--- config.mk ---
export PLATFORM = sky130hd
export DESIGN_NAME = serial_sub_nbits
export DESIGN_NICKNAME = d
export VERILOG_FILES = /design/src/rtl/serial_sub_nbits_pkg.sv /design/src/rtl/serial_sub_nbits_digit_sub.sv /design/src/rtl/serial_sub_nbits.sv
export SDC_FILE = /design/constraint.sdc
export NUM_CORES = 1
export LEC_CHECK = 0
export CORE_MARGIN = 3
export CORE_UTILIZATION = 25
export CTS_CLUSTER_SIZE = 28
export DETAILED_ROUTE_END_ITERATION = 8
export GPL_TIMING_DRIVEN = 0
export MAX_ROUTING_LAYER = met4
export PLACE_DENSITY_LB_ADDON = 0.05
export SYNTH_ARGS = -nofsm -noshare
export SYNTH_HDL_FRONTEND = slang
export SYNTH_SLANG_ARGS = --single-unit
--- constraint.sdc ---
create_clock -name clk -period 2.7 [get_ports clk]
set_input_delay 0.54 -clock clk [delete_from_list [all_inputs] [get_ports clk]]
set_output_delay 0.54 -clock clk [all_outputs]
set_load 0.01 [all_outputs]
--- src/rtl/serial_sub_nbits_pkg.sv ---
// serial_sub_nbits_pkg: state encoding and geometry check shared by the serial subtractor
package serial_sub_nbits_pkg;
  typedef enum logic {IDLE, RUN} state_e;
  function automatic bit digit_ok(int w, int d);
    return d >= 1 && d <= w && (w % d) == 0;
  endfunction
endpackage

--- src/rtl/serial_sub_nbits_digit_sub.sv ---
// serial_sub_nbits_digit_sub: combinational DIGIT-bit ripple-borrow subtractor cell
module serial_sub_nbits_digit_sub #(
  parameter int DIGIT = 4
) (
  input  logic [DIGIT-1:0] a_i,
  input  logic [DIGIT-1:0] b_i,
  input  logic             bi_i,
  output logic [DIGIT-1:0] diff_o,
  output logic             bo_o
);
  logic [DIGIT:0] br;
  assign br[0] = bi_i;
  for (genvar i = 0; i < DIGIT; i++) begin : g_bit
    assign diff_o[i] = a_i[i] ^ b_i[i] ^ br[i];
    assign br[i+1]   = (~a_i[i] & b_i[i]) | (~(a_i[i] ^ b_i[i]) & br[i]);
  end
  assign bo_o = br[DIGIT];
endmodule

--- src/rtl/serial_sub_nbits.sv ---
// serial_sub_nbits: digit-serial x - y - bin, LSB digit first, with borrow-out and signed overflow
module serial_sub_nbits
  import serial_sub_nbits_pkg::*;
#(
  parameter int WIDTH = 16,
  parameter int DIGIT = 4
) (
  input  logic             clk,
  input  logic             rst,
  input  logic             start,
  input  logic [WIDTH-1:0] x,
  input  logic [WIDTH-1:0] y,
  input  logic             bin,
  output logic             busy,
  output logic             done,
  output logic [WIDTH-1:0] d,
  output logic             bout,
  output logic             ovf
);
  localparam int NDIG = WIDTH / DIGIT;
  localparam int CW   = NDIG > 1 ? $clog2(NDIG) : 1;
  if (!digit_ok(WIDTH, DIGIT)) begin : g_bad_geometry
    $error("serial_sub_nbits: WIDTH must be a multiple of DIGIT");
  end
  state_e                 state_q;
  logic [WIDTH-1:0]       x_q, y_q, r_q, d_q;
  logic                   b_q, xs_q, ys_q, done_q, bout_q, ovf_q;
  logic [CW-1:0]          cnt_q;
  logic [DIGIT-1:0]       dig;
  logic                   dig_bo;
  logic [WIDTH+DIGIT-1:0] cat;
  logic [WIDTH-1:0]       r_d;
  serial_sub_nbits_digit_sub #(.DIGIT(DIGIT)) u_digit (
    .a_i(x_q[DIGIT-1:0]),
    .b_i(y_q[DIGIT-1:0]),
    .bi_i(b_q),
    .diff_o(dig),
    .bo_o(dig_bo)
  );
  // new digit enters at the top; after NDIG steps the LSB digit has reached bit 0
  assign cat = {dig, r_q};
  assign r_d = cat[WIDTH+DIGIT-1:DIGIT];
  always_ff @(posedge clk or posedge rst) begin
    if (rst) begin
      state_q <= IDLE;
      x_q     <= '0;
      y_q     <= '0;
      r_q     <= '0;
      d_q     <= '0;
      b_q     <= 1'b0;
      xs_q    <= 1'b0;
      ys_q    <= 1'b0;
      done_q  <= 1'b0;
      bout_q  <= 1'b0;
      ovf_q   <= 1'b0;
      cnt_q   <= '0;
    end else begin
      done_q <= 1'b0;
      if (state_q == IDLE) begin
        if (start) begin
          x_q     <= x;
          y_q     <= y;
          b_q     <= bin;
          xs_q    <= x[WIDTH-1];
          ys_q    <= y[WIDTH-1];
          cnt_q   <= '0;
          state_q <= RUN;
        end
      end else begin
        x_q   <= x_q >> DIGIT;
        y_q   <= y_q >> DIGIT;
        b_q   <= dig_bo;
        r_q   <= r_d;
        cnt_q <= cnt_q + 1'b1;
        if (cnt_q == CW'(NDIG - 1)) begin
          d_q     <= r_d;
          bout_q  <= dig_bo;
          ovf_q   <= (xs_q != ys_q) && (r_d[WIDTH-1] != xs_q);
          done_q  <= 1'b1;
          state_q <= IDLE;
        end
      end
    end
  end
  assign busy = state_q == RUN;
  assign done = done_q;
  assign d    = d_q;
  assign bout = bout_q;
  assign ovf  = ovf_q;
endmodule

# Word-level counts from Yosys, hierarchy flattened
# Index checks and enable logic that the tools add are counted.
# word_totals
elab_cells	62
inputBits	36
reg_bits	73
# op_classes
n_eq_ne	3
n_mux	13
bitwise_logic	29
reduce_logical	4
n_addsub	1
# ops
cell	n
2-to-1 mux 16 bit	4
inverter 1 bit	9
AND 1 bit	8
XOR 1 bit	8
2-to-1 mux 1 bit	7
2-to-1 mux 2 bit	2
OR 1 bit	4
AND reduction 2 bit	2
adder 2 x 1 -> 2 bit (second input constant)	1
== test 2 bit (second input constant)	1
!= test 1 bit	2
nonzero test 2 bit	1
logical AND 1 bit	1

# Logic depth before layout (Yosys ltp)
# Gate-level depths: netlist of run 1.
# logic_depth
ltp_word	11
ltp_mapped	9
ltp_nobuf	9

# Modules after synthesis
# A second synthesis of run 1 with hierarchy kept.
# hier_totals
cells_unflattened	232
area_unflattened_um2	3006.6
# modules_own_cells
mod	cells_each	n_inst	seq_area_each_um2	area_each_um2
serial_sub_nbits	218	1	1726.7	2889.0
serial_sub_nbits_digit_sub	14	1	0.0	117.6

# Worst setup path after synthesis of run 1
# Ideal clock, no wire load.
# synth_path
kind	register -> register
from	register b_q
to	register ovf_q (netlist: ovf)
path_stages_with_launch	10
t_arrival_ps	2441
required_time_ps	2618
n_path_buf	0
setup_slack_ps	178
setup_ps	82
path_cell_list	dfrtp_1 > inv_1 > fa_1 > inv_1 > fa_1 > fa_1 > inv_1 > fa_1 > or3b_2 > a31oi_1
# synth_between
elab_chain_len	9
# synth_rtl
element	line	source
from (decl)	serial_sub_nbits.sv:27	logic b_q, xs_q, ys_q, done_q, bout_q, ovf_q;
from (signal assigned)	serial_sub_nbits.sv:63	b_q <= bin;
from (signal assigned)	serial_sub_nbits.sv:72	b_q <= dig_bo;
AND 1 bit	serial_sub_nbits_digit_sub.sv:15	assign br[i+1] = (~a_i[i] & b_i[i]) | (~(a_i[i] ^ b_i[i]) & br[i]);
OR 1 bit	serial_sub_nbits_digit_sub.sv:15	
AND 1 bit	serial_sub_nbits_digit_sub.sv:15	
OR 1 bit	serial_sub_nbits_digit_sub.sv:15	
AND 1 bit	serial_sub_nbits_digit_sub.sv:15	
OR 1 bit	serial_sub_nbits_digit_sub.sv:15	
XOR 1 bit	serial_sub_nbits_digit_sub.sv:14	assign diff_o[i] = a_i[i] ^ b_i[i] ^ br[i];
net dig[3]	serial_sub_nbits.sv:29	logic [DIGIT-1:0] dig;
!= test 1 bit	serial_sub_nbits.sv:78	ovf_q <= (xs_q != ys_q) && (r_d[WIDTH-1] != xs_q);
logical AND 1 bit	serial_sub_nbits.sv:78	
to (signal assigned)	serial_sub_nbits.sv:78	
to (decl)	serial_sub_nbits.sv:27	
# The timed path passes the listed nets, and every way through them passes these cells.
# A chain may end at the register's enable or synchronous reset.

# Final worst setup path of run 1
# Same ends and word-level chain as after synthesis.

==> results.txt, run 1 <==
----------------------------------------------------
[Clock tree]
  Register clock-pin slew on the reported worst setup and hold paths ... 0.06 ns
  Root buffer selected by CTS ... clkbuf_16
  TritonCTS clock tree ... yes
  Number of buffers created by CTS ... 9
  Clock sink total ... 69
  Setup fix buffers added after clock tree synthesis ... 0
  Total number of H-tree levels ... 3
  Worst skew pair latency ... 0.33 ns
  Cts hold-fix bufs ... 0
  Maximum root-to-sink buffer count ... 2

[Critical path]
  Worst reg2reg setup slack ... 0.12 ns
  Endpoint of the most critical setup path ... ovf$_DFFE_PP0P_
  Type of origin of the critical path ... flop
  R2R Path End ... ovf$_DFFE_PP0P_
  Category of the most critical setup path ... flop to flop
  Highest net fanout along the worst path ... 4
  Origin of the critical flop-to-flop path ... b_q$_DFFE_PP0P_
  CP arrival ... about 2.8 ns
  Capturing element type of the critical path ... flop
  Critical Path Source ... b_q$_DFFE_PP0P_
  Crit path required time ... 2.95 ns
  Worst r2r path cells ... 9

[Route]
  First-pass detailed-route iteration total ... 4
  Sum of routed wire length over all layers ... 6970 um
  Number of vias after detailed routing ... approximately 1900
  Drt initial violations ... just under 100
  Detail Route Antenna Nets ... 0
  Avg WL per Cell ... 15.5 um
  DRC violations left ... 0
  Vias per std cell ... 4.27

[STA]
  Total of endpoints with negative setup slack in the final report ... 0
  Post-route setup slack ... ~0.12 ns
  Max-slew headroom at the worst pin ... 0.701
  RSZ-0062 raised after global routing ... false
  Final worst-path cycle share ... 0.955
  Max-slew violation count ... 0
  Transition time at the pin with the least slew margin ... 0.448 ns
  Minimum clock period ... 2.58 ns
  Worst hold slack ... approximately 0.48 ns
  Worst Clk Skew ... 0.00715 ns
  Max Clk Rate ... 0.388 GHz
  Final-report hold violation count ... 0

[Floorplanning]
  Area of the core ... 0.0115 sq mm
  Die ar. ... 0.0132 sq mm
  Horizontal die dimension ... 115 um
  Rows ... 39
  # IOs ... 56
  Die Y-Extent ... around 110 um
  Initial core utilization ... 0.257

[Cells and area]
  Layout fillers ... 1172
  Antenna cell count ... 0
  Total area of multi-input combinational cells ... between 0.001 and 0.0015 sq mm
  Fraction of layout cells with a size suffix above 1 ... 0.203
  Area growth syn-to-layout ... 37.1%
  Final core occ ... 0.352
  Sequential standard cell area ... between 0.0015 and 0.002 sq mm
  NumNets Final ... 342

[Placement]
  Quantity of I/O buffers inserted on ports ... 54
  Final weighted congestion of routability-driven global placement ... 0.692
  Post-Place Worst Slack ... -0.00358 ns
  Estimated wirelength of the detail-placed design ... between 4000 and 5000 um

[Global routing]
  First-pass GRT wire length ... approximately 11000 um
  Pin count of the biggest net entering global routing ... 48
  All-Layer GR Usage ... 0.116
  Number of antenna violations at the first check in global routing ... 0
  Via count of the first global-routing pass ... 1961
  Remaining global-route overflow ... 0

[Yosys]
  Netlist Area Pre-Place ... 0.00296 sq mm
  Net count after synthesis ... about 280
  Number of instances in the synthesized netlist ... 235
  Average footprint of a synthesized cell ... around 13 sq um
  Flip-flop and latch count after synthesis ... 69
  Syn. warnings ... 0
  Register area share after synthesis ... 0.583
  Yosys cell types ... 21

[Hold path]
  Worst hold path type ... flop to flop
  Worst hold stages ... 2

[Pwr]
  Static leakage ... ~1.8 nW
  Peak ir drop on the vdd network ... between 0.3 and 0.4 mV
  Sum of internal, switching and leakage power ... roughly 0.0048 W
  Power per unit of standard cell area ... 1190 mW/mm^2

[Job]
  Number of maximum-capacitance constraint violations ... 0

[Outcome]
  Status ... completed

----------------------------------------------------
Yosys cell counts, drive strengths merged:
master | count | area (sq um)
mux2 | 26 | 293
nand2 | 26 | 100
a21oi | 3 | 15.0
dfrtp | 69 | 1730
mux2i | 39 | 390
buf | 12 | 83.8
nor2 | 10 | 37.5
ha | 1 | 12.5
o21ai | 25 | 125
nand3b | 1 | 7.51
nand2b | 2 | 12.5
fa | 4 | 80.1
clkbuf | 1 | 3.75
nor2b | 1 | 6.26
inv | 13 | 51.3
a31oi | 1 | 6.26
or3b | 1 | 8.76
cell type report:
type / count / area share
Sequential cell: 69 / 0.426
Multi-Input combinational cell: 140 / 0.272
Timing Repair Buffer: 55 / 0.140
Clock buffer: 10 / 0.0564
Tap cell: 143 / 0.0441
Clock inverter: 6 / 0.0274
Buffer: 13 / 0.0216
Inverter: 13 / 0.0133
per-layer routing:
metal	vias up	GRT usage	wire (um)
met2	42	0.176	3340
li1	927	-	-
met5	-	-	0
met1	940	0.147	3250
met4	0	0.0446	101
met3	9	0.0321	282
per-stage QoR:
step,instance area [sq um],setup TNS [ns],cells
2_1_floorplan,2960,0,235
3_3_place_gp,3680,-77.35,432
3_5_place_dp,3710,-0.00358,433
4_1_cts,4050,0,449
5_1_grt,4060,0,449
6_report,4060,0,449
placed cells by master, fill, tap and decap left out, types with 7 or more instances in the layout:
master,n
dfrtp_1,69
o21ai_0,25
mux2_2,26
nand2_1,25
clkbuf_16,9
mux2i_1,39
nor2_1,10
inv_1,10
buf_2,7
clkdlybuf4s50_1,54
how the worst min path moves through the flow:
stage	start	endpoint	slack (ns)
after floorplan	x_q[4]$_DFFE_PP0P_	x_q[0]$_DFFE_PP0P_	0.45
final	y_q[8]$_DFFE_PP0P_	y_q[4]$_DFFE_PP0P_	0.48
after global routing	x_q[15]$_DFFE_PP0P_	x_q[11]$_DFFE_PP0P_	0.51
after global placement	y_q[11]$_DFFE_PP0P_	y_q[7]$_DFFE_PP0P_	0.47
after detailed placement	y_q[8]$_DFFE_PP0P_	y_q[4]$_DFFE_PP0P_	0.47
after CTS	y_q[8]$_DFFE_PP0P_	y_q[4]$_DFFE_PP0P_	0.48
sequential cells by signal (all words and copies together), names as in the netlist:
| register | flops |
|---|---|
| xs_q | 1 |
| cnt_q | 2 |
| ys_q | 1 |
| y_q | 16 |
| busy | 1 |
| r_q | 12 |
| b_q | 1 |
| done | 1 |
| bout | 1 |
| d | 16 |
| x_q | 16 |
| ovf | 1 |
kinds of logic (layout without fill, tap and decap cells):
logic type                 after synthesis  in the layout  share of synthesized area
AOI/OAI and AO/OA                       29             29                     0.0495
muxes                                   65             65                      0.231
and+or+nand+nor                         41             41                     0.0583
adders and majority gates                5              5                     0.0313
DFF                                     69             69                      0.583
buffers and inverters                   26             97                     0.0469
timing repair:
item                       CTS  global route
setup endpoints to repair    1             1
gates resized for setup      2             2
pin swaps                    1             1
gates cloned                 0             0
power by group:
group	leakage [nW]	total [W]	switching (W)	internal [W]
logic	0.804	0.00169	0.000758	0.000935
clock network	0.163	0.00135	0.000450	0.000902
registers	0.863	0.00176	0.000266	0.00150
critical path, stage by stage, from the launching register on:
cell and delay (ns):
dfrtp_1 0.38, inv_1 0.08, fa_1 0.16, inv_1 0.05, fa_2 0.33, fa_2 0.34, inv_2 0.07, fa_2 0.46
or3b_2 0.45, a31oi_1 0.16
(Power assumes the default switching activity.)
==> run 2, diff against run 1 <==
--- a/config.mk
+++ b/config.mk
@@ -7,7 +7,7 @@
 export LEC_CHECK = 0
 export CORE_MARGIN = 3
 export CORE_UTILIZATION = 25
-export CTS_CLUSTER_SIZE = 28
+export CTS_CLUSTER_SIZE = 8
 export DETAILED_ROUTE_END_ITERATION = 8
 export GPL_TIMING_DRIVEN = 0
 export MAX_ROUTING_LAYER = met4
==> results of run 2 <==
Same layout as run 1: the final DEF is identical, and so are final timing and power.
